===== config.mk =====
export PLATFORM = sky130hd
export DESIGN_NAME = seq_comparator_nbit
export DESIGN_NICKNAME = d
export VERILOG_FILES = /design/src/rtl/seq_comparator_nbit.sv
export SDC_FILE = /design/constraint.sdc
export NUM_CORES = 1
export LEC_CHECK = 0
export CAP_MARGIN = 20
export CORE_MARGIN = 1.5
export CORE_UTILIZATION = 45
export CTS_CLUSTER_DIAMETER = 80
export DETAILED_ROUTE_END_ITERATION = 10
export DONT_BUFFER_PORTS = 1
export HOLD_SLACK_MARGIN = 0.12
export PLACE_DENSITY = 0.59
export SYNTH_ARGS = -nofsm -noshare
export SYNTH_HDL_FRONTEND = slang
export SYNTH_SLANG_ARGS = --single-unit

===== constraint.sdc =====
create_clock -name clk -period 2.45 [get_ports clk]
set_clock_uncertainty 0.15 [all_clocks]
set_input_delay 0.49 -clock clk [delete_from_list [all_inputs] [get_ports clk]]
set_output_delay 0.49 -clock clk [all_outputs]
set_load 0.01 [all_outputs]

===== src/rtl/seq_comparator_nbit.sv =====
// rtl/seq_comparator_nbit.sv - digit-serial MSB-first magnitude comparator, unsigned or signed
module seq_comparator_nbit #(
  parameter int WIDTH          = 8,
  parameter int BITS_PER_CYCLE = 2
) (
  input  logic             clk,
  input  logic             rst,
  input  logic             start,
  input  logic             signed_mode,
  input  logic [WIDTH-1:0] a,
  input  logic [WIDTH-1:0] b,
  output logic             busy,
  output logic             done,
  output logic             e,
  output logic             g,
  output logic             l
);

  localparam int N  = WIDTH / BITS_PER_CYCLE;
  localparam int KW = (N > 1) ? $clog2(N) : 1;

  typedef enum logic [1:0] {IDLE, CMP, DONE} state_t;

  state_t                    state, state_nxt;
  logic [WIDTH-1:0]          a_q, b_q;
  logic [KW-1:0]             k;
  logic [BITS_PER_CYCLE-1:0] dig_a, dig_b;
  logic [WIDTH-1:0]          msb_flip;
  logic                      last_digit;
  logic                      accept;

  // Operands shift left after each equal digit, so the current digit is always the top slice.
  assign dig_a      = a_q[WIDTH-1 -: BITS_PER_CYCLE];
  assign dig_b      = b_q[WIDTH-1 -: BITS_PER_CYCLE];
  assign last_digit = (k == KW'(N - 1));
  // Flipping the sign bit maps two's-complement order onto unsigned order.
  assign msb_flip   = {signed_mode, {(WIDTH-1){1'b0}}};

  always_comb begin
    state_nxt = state;
    busy      = 1'b0;
    done      = 1'b0;
    accept    = 1'b0;
    case (state)
      IDLE: begin
        if (start) begin
          accept    = 1'b1;
          state_nxt = CMP;
        end
      end
      CMP: begin
        busy = 1'b1;
        if ((dig_a != dig_b) || last_digit) state_nxt = DONE;
      end
      DONE: begin
        done = 1'b1;
        if (start) begin
          accept    = 1'b1;
          state_nxt = CMP;
        end else begin
          state_nxt = IDLE;
        end
      end
      default: state_nxt = IDLE;
    endcase
  end

  always_ff @(posedge clk) begin
    if (rst) begin
      state <= IDLE;
      a_q   <= '0;
      b_q   <= '0;
      k     <= '0;
      e     <= 1'b0;
      g     <= 1'b0;
      l     <= 1'b0;
    end else begin
      state <= state_nxt;
      if (accept) begin
        a_q <= a ^ msb_flip;
        b_q <= b ^ msb_flip;
        k   <= '0;
      end else if (state == CMP) begin
        if (dig_a != dig_b) begin
          e <= 1'b0;
          g <= (dig_a > dig_b);
          l <= (dig_a < dig_b);
        end else if (last_digit) begin
          e <= 1'b1;
          g <= 1'b0;
          l <= 1'b0;
        end else begin
          a_q <= a_q << BITS_PER_CYCLE;
          b_q <= b_q << BITS_PER_CYCLE;
          k   <= k + 1'b1;
        end
      end
    end
  end

endmodule


==> results of run 1 <==
-- final cells by class --
type | count | area, um2 | share of cell area, %
inverter | 4 | 16.3 | 1.45
sequential | 23 | 460 | 40.9
tap | 28 | 35.0 | 3.11
clock buffer | 4 | 26.3 | 2.34
timing repair buffer | 5 | 40.0 | 3.56
multi-input combinational | 90 | 547 | 48.6
-- sequential cells by signal, summed over array words and instances, names as in the netlist --
signal / flops
l: 1
k: 2
a_q: 8
state: 2
g: 1
b_q: 8
e: 1
-- worst max-delay path: stages (launching register included) --
cell and delay (ns):
dfxtp_1 0.34, inv_1 0.05, ha_1 0.33, and3b_1 0.35, buf_4 0.23, nand3_1 0.08
a311oi_1 0.27
-- metal layers --
layer / vias up / global-route usage, % / wire, um
li1: 466 / - / -
met1: 428 / 22.7 / 1090
met2: 18 / 30.2 / 1040
met3: 2 / 7.43 / 122
met4: 0 / 5.98 / 16
met5: - / 0 / 0
-- cells in the final DEF, fill, tap and decap left out, types with 4 or more instances in the layout --
cell type	instances
o21ai_0	11
o21ai_1	5
nand3_1	13
a311oi_1	12
buf_4	4
a21oi_1	8
nand2_1	5
o211ai_1	4
nor2_1	13
dfxtp_1	23
-- metrics by stage --
stage	utilization (%)	hold slack (ns)	setup slack (ns)	instance area (um2)
global route	49.4	0.148	0.396	1120
global placement	47.8	0.324	0.631	1090
finish	49.4	0.156	0.557	1120
detailed placement	47.8	0.325	0.574	1090
CTS	49.4	0.144	0.525	1120
floorplan	-	0.315	0.828	1110
-- worst max-delay path by stage --
stage                                     end  depth (start not counted)
after floorplan             k[0]$_SDFFE_PP0P_                          6
after global placement    a_q[6]$_SDFFE_PP0P_                          6
after detailed placement  b_q[6]$_SDFFE_PP0P_                          6
after CTS                 b_q[6]$_SDFFE_PP0P_                          6
after global routing      a_q[6]$_SDFFE_PP0P_                          6
final                     a_q[6]$_SDFFE_PP0P_                          6
-- Yosys cell counts --
master	instances	share of area (%)
inv_1	3	1.0
nor3_1	1	0.45
clkbuf_1	3	1.0
nor2_1	13	4.4
o21ai_1	5	2.3
dfxtp_1	23	42
and3b_1	1	0.79
o21ai_0	11	5.0
a211oi_2	1	1.1
nand2_1	5	1.7
nand4_1	1	0.57
nand3b_1	1	0.68
or3_1	1	0.57
a211oi_1	2	1.4
nand3_1	13	5.9
a311oi_1	12	9.5
nor2b_1	2	1.1
buf_6	1	1.0
a221o_1	1	0.91
or2b_1	1	0.68
buf_2	6	2.7
nand2b_1	2	1.1
clkinv_2	1	0.45
o211ai_1	4	2.7
a21oi_1	8	3.6
buf_8	1	1.4
buf_4	2	1.4
ha_1	3	3.4
xor2_1	2	1.6
-- power by group through the flow --
stage / Combinational (mW) / Clock (mW) / Sequential [mW]
global route: 0.213 / 0.196 / 0.429
finish: 0.187 / 0.177 / 0.425
detailed placement: 0.182 / 0 / 0.434
floorplan: 0.171 / 0 / 0.429
global placement: 0.179 / 0 / 0.433
CTS: 0.191 / 0.182 / 0.425
-- kinds of logic (layout without fill, tap and decap cells) --
family / after synthesis / count (layout)
AO/OA/AOI/OAI: 44 / 44
adder cells (fa/ha/maj): 3 / 3
AND/OR/NAND/NOR: 41 / 41
XOR/XNOR: 2 / 2
buffers and inverters: 17 / 13
flip-flops: 23 / 23
==> results.tsv, run 1 <==
stage	metric	value	unit
outcome	status	finished, final reports clean	
grt	vias in the first global route	885	
timing	Max Slew Vio Count	0	
cts	maximum root-to-sink buffer count	2	
synthesis	Netlist Area Pre-Place	1110	um2
layout	layout cell share with drive strength beyond 1	7.14	%
synthesis	area share of and/or/nand/nor cells after synthesis	18.0	%
layout	Layout fillers	227	
hold_path	Hold Startpoint	a[0]	
layout	Finished Layout Cells	154	
floorplanning	Top Ports	25	
setup_path	CP startpoint	b_q[7]$_SDFFE_PP0P_	
cts	H-tree levels	1	
cts	hold_buf cts	1	
synthesis	count of different cell masters after synthesis	29	
cts	CTS tree	done	
cts	TritonCTS buffer count	3	
placed_design	Post-Place Cells	149	
grt	initial antenna violation count	0	
timing	Least-Margin Pin Slew	0.875	ns
pwr	Comb power frac	23.7	%
cts	clk_lat worst skew	0.31	ns
timing	Fmax	528	MHz
synthesis	FF+latch count, synth	23	
placed_design	hpwl dp	1.50	mm
synthesis	Seq/Total Area, Yosys	41.6	%
floorplanning	Row Count	17	
setup_path	R2R Setup Slk	0.56	ns
floorplanning	Die X-Extent	52.6	um
drt	DR iter-0 viols	8	
layout	Syn-to-layout area delta	1.70	%
cts	postcts setup bufs	0	
synthesis	cells after synthesis	130	
synthesis	post-synthesis mux area share	0	%
floorplanning	core box area	2280	um2
placed_design	number of port buffers	0	
pwr	Pwr Total	0.789	mW
setup_path	endpoint type of the worst setup path	flip-flop	
synthesis	Net Count, Synth	153	
floorplanning	area of the die	2760	um2
timing	Period minus WS final	1.89	ns
job	max_cap viols	0	
layout	Final #Nets	150	
timing	Slew headroom	41.5	%
floorplanning	Initial Utilization	48.6	%
setup_path	CP max FO	10	
timing	endpoints failing setup	0	
grt	first-pass GRT wire length	3.80	mm
pwr	leak pwr	0.382	nW
setup_path	worst r2r path cells	6	
timing	Setup Total Neg Slack	0	ns
pwr	VDD IR max	447	uV
timing	endpoints failing hold	0	
cts	PostCTS Resize Cnt	0	
hold_path	Hold Crit Class	input port to flip-flop	
synthesis	largest family of logic cells by synthesized area	compound AO/OA/AOI/OAI gates	
placed_design	Routability Congestion	0.706	
drt	DR vias/cell	5.94	
setup_path	nature of the critical path startpoint	flip-flop	
hold_path	WHS Endpoint	a_q[0]$_SDFFE_PP0P_	
synthesis	Avg Cell Area, Syn	8.51	um2
timing	period utilization	77.3	%
cts	clk slew on worst S/H paths	0.13	ns
timing	RSZ-0062 raised after global routing	false	
drt	routed wire length	2.27	mm
setup_path	WP data arrival	1.97	ns
pwr	sequential power share	53.9	%
pwr	Power Density	701	nW/um2
grt	Total GRT Usage	18.8	%
grt	total grt overflow	0	
grt	largest net degree at the start of global routing	29	
drt	Post-DRT Antenna Nets	0	
drt	Wirelength per Cell	14.7	um
synthesis	adder-cell area share of the yosys netlist	3.39	%
layout	n_diodes	0	
synthesis	Post-Synth XOR/XNOR Area	1.58	%
synthesis	YS warnings	0	
cts	CTS sink cnt	23	
setup_path	CP Class	flip-flop to flip-flop	
pwr	clock network fraction of total power	22.4	%
cts	clk root buf	clkbuf_4	
pwr	net switching power of the design	0.256	mW
hold_path	Worst Hold Path Cells	2	
synthesis	compound-cell area share of the yosys netlist	26.5	%
pwr	Int Pwr	0.532	mW
drt	Vias	914	
drt	DRC	0	
pwr	switch share	32.5	%
setup_path	Req. time, crit path	2.53	ns
floorplanning	Die Span Y	52.6	um
setup_path	RR Endpoint	a_q[6]$_SDFFE_PP0P_	
setup_path	FF-to-FF Start	b_q[7]$_SDFFE_PP0P_	
drt	drt first pass iters	4	
No activity file was read; power rests on OpenSTA's default activity.
==> inputs of run 2 (changes only) <==
clock period = 1.9 ns   (was 2.45 ns; I/O delays follow)
==> results.tsv, run 2 (same netlist as run 1, synthesis figures left out) <==
stage	metric	value	unit	change
timing	Setup Total Neg Slack	0	ns	unchanged
drt	Vias	1004		+9.8%
setup_path	CP max FO	15		+5
pwr	net switching power of the design	0.362	mW	+41%
layout	n_diodes	0		unchanged
placed_design	Setup Slack @ Placement	0.120	ns	-0.454 ns
cts	postcts setup bufs	0		unchanged
floorplanning	area of the die	2760	um2	unchanged
cts	CTS tree	done		
placed_design	Routability Congestion	0.732		+3.6%
layout	Largest regs	a_q (8), b_q (8)		
job	max_cap viols	0		unchanged
grt	largest net degree at the start of global routing	29		unchanged
cts	clk root buf	clkbuf_4		
cts	maximum root-to-sink buffer count	2		unchanged
setup_path	nature of the critical path startpoint	flip-flop		
pwr	Comb power frac	28.2	%	+4.5 points
drt	Wirelength per Cell	14.7	um	-0.18%
grt	total grt overflow	0		unchanged
drt	DR iter-0 viols	24		+16
floorplanning	Die X-Extent	52.6	um	unchanged
layout	Finished Layout Cells	170		+10%
pwr	switch share	33.1	%	+0.62 points
grt	first-pass GRT wire length	4.03	mm	+6.2%
setup_path	R2R Setup Slk	0.14	ns	-0.42 ns
setup_path	WP data arrival	1.84	ns	-0.13 ns
pwr	clock network fraction of total power	21.6	%	-0.8 points
hold_path	Hold Crit Class	input port to flip-flop		
pwr	VDD IR max	557	uV	+25%
timing	endpoints failing setup	0		unchanged
pwr	Power Density	831	nW/um2	+19%
timing	Fmax	568	MHz	+7.5%
placed_design	Post-Place Cell Area	1120	um2	+2.5%
cts	clk slew on worst S/H paths	0.12	ns	about the same
pwr	sequential power share	50.1	%	-3.8 points
timing	Max Slew Vio Count	0		unchanged
floorplanning	Initial Utilization	48.6	%	unchanged
setup_path	CP Class	flip-flop to flip-flop		
cts	CTS sink cnt	23		unchanged
grt	initial antenna violation count	0		unchanged
pwr	Int Pwr	0.731	mW	+37%
layout	Final #Nets	166		+11%
timing	period utilization	92.7	%	+15 points
timing	Slew headroom	39.8	%	-1.7 points
timing	Least-Margin Pin Slew	0.900	ns	+0.0248 ns
layout	commonest cells after routing, fill and taps aside	23 x dfxtp_1, 15 x dlygate4sd3_1, 13 x nand3_1, 13 x nor2_1, 11 x o21ai_0		
setup_path	Req. time, crit path	1.98	ns	-0.55 ns
timing	RSZ-0062 raised after global routing	false		
pwr	leak pwr	0.461	nW	+20%
cts	clk_lat worst skew	0.32	ns	about the same
layout	Finished Cell Area	1320	um2	+17%
layout	commonest non-fill, non-tap cell in the layout	dfxtp_1		
grt	Total GRT Usage	20.0	%	+1.2 points
timing	post-route setup slack	0.140	ns	-0.418 ns
layout	layout cell share with drive strength beyond 1	11.3	%	+4.1 points
placed_design	Post-Place Cells	151		+1.3%
floorplanning	core box area	2280	um2	unchanged
timing	Period minus WS final	1.76	ns	-0.132 ns
floorplanning	Top Ports	25		unchanged
floorplanning	Die Span Y	52.6	um	unchanged
drt	routed wire length	2.50	mm	+10%
drt	DR vias/cell	5.91		-0.49%
layout	Syn-to-layout area delta	18.9	%	
timing	endpoints failing hold	0		unchanged
outcome	status	finished, final reports clean		
drt	drt first pass iters	4		unchanged
setup_path	endpoint type of the worst setup path	flip-flop		
grt	vias in the first global route	889		+0.45%
drt	DRC	0		unchanged
floorplanning	Row Count	17		unchanged
drt	Post-DRT Antenna Nets	0		unchanged
placed_design	hpwl dp	1.58	mm	+5.1%
cts	H-tree levels	1		unchanged
placed_design	number of port buffers	0		unchanged
pwr	Pwr Total	1.09	mW	+39%
cts	TritonCTS buffer count	3		unchanged
-- run 2: cell count changes in the layout (fill, tap and decap cells not counted), sizes merged --
cell,previous run,this run
inv,3,4
clkbuf,4,3
dlygate4sd3,1,15
buf,4,6
-- run 2: layout make-up --
class                   instances  area (um2)
fillers                       213         961
inverters                       4        17.5
well taps                      28        35.0
flip-flops and latches         23         460
repair buffers                 21         208
multi-input cells              90         567
clock buffers                   3        22.5
clock inverters                 1        5.00
-- run 2: power by group through the flow --
stage                     Sequential, mW  Clock [mW]  Combinational [mW]
after floorplan                    0.553           0               0.220
after global placement             0.559           0               0.261
after detailed placement           0.559           0               0.266
after CTS                          0.549       0.245               0.300
after global routing               0.553       0.259               0.343
final                              0.548       0.236               0.309
-- run 2: worst max-delay path, cell delays in order (launching register included) --
cell and delay [ns]:
dfxtp_1 0.35, inv_1 0.05, ha_1 0.34, and3b_2 0.26, buf_12 0.15, nand3_1 0.10, a311oi_2 0.28
-- run 2: stage by stage --
stage / hold WS [ns] / util, %
after floorplan: 0.302 / -
after global placement: 0.302 / 49.0
after detailed placement: 0.303 / 49.0
after CTS: 0.122 / 56.8
after global routing: 0.126 / 57.8
final: 0.123 / 57.8
-- run 2: worst paths after layout --
kind	start	endpoint	cells after the start
max reg2reg	b_q[7]$_SDFFE_PP0P_	b_q[5]$_SDFFE_PP0P_	6
max	b_q[7]$_SDFFE_PP0P_	b_q[5]$_SDFFE_PP0P_	6
min reg2reg	a_q[0]$_SDFFE_PP0P_	a_q[0]$_SDFFE_PP0P_	2
min	b[7]	b_q[7]$_SDFFE_PP0P_	3
-- run 2: per-layer routing --
layer	vias to the layer above	track usage, %	routed length, um	part of all wire [%]
met5	-	0	0	0
met4	0	6.41	27	1.1
met3	5	6.00	110	4.4
met2	26	33.5	1260	51
met1	466	24.2	1100	44
li1	507	-	-	-
-- run 2: repair_timing --
action / in CTS / in global routing
resized for setup: 0 / 5
endpoints found under the setup margin: 0 / 8
endpoints found under the hold margin: 23 / 0
hold buffers: 15 / 0
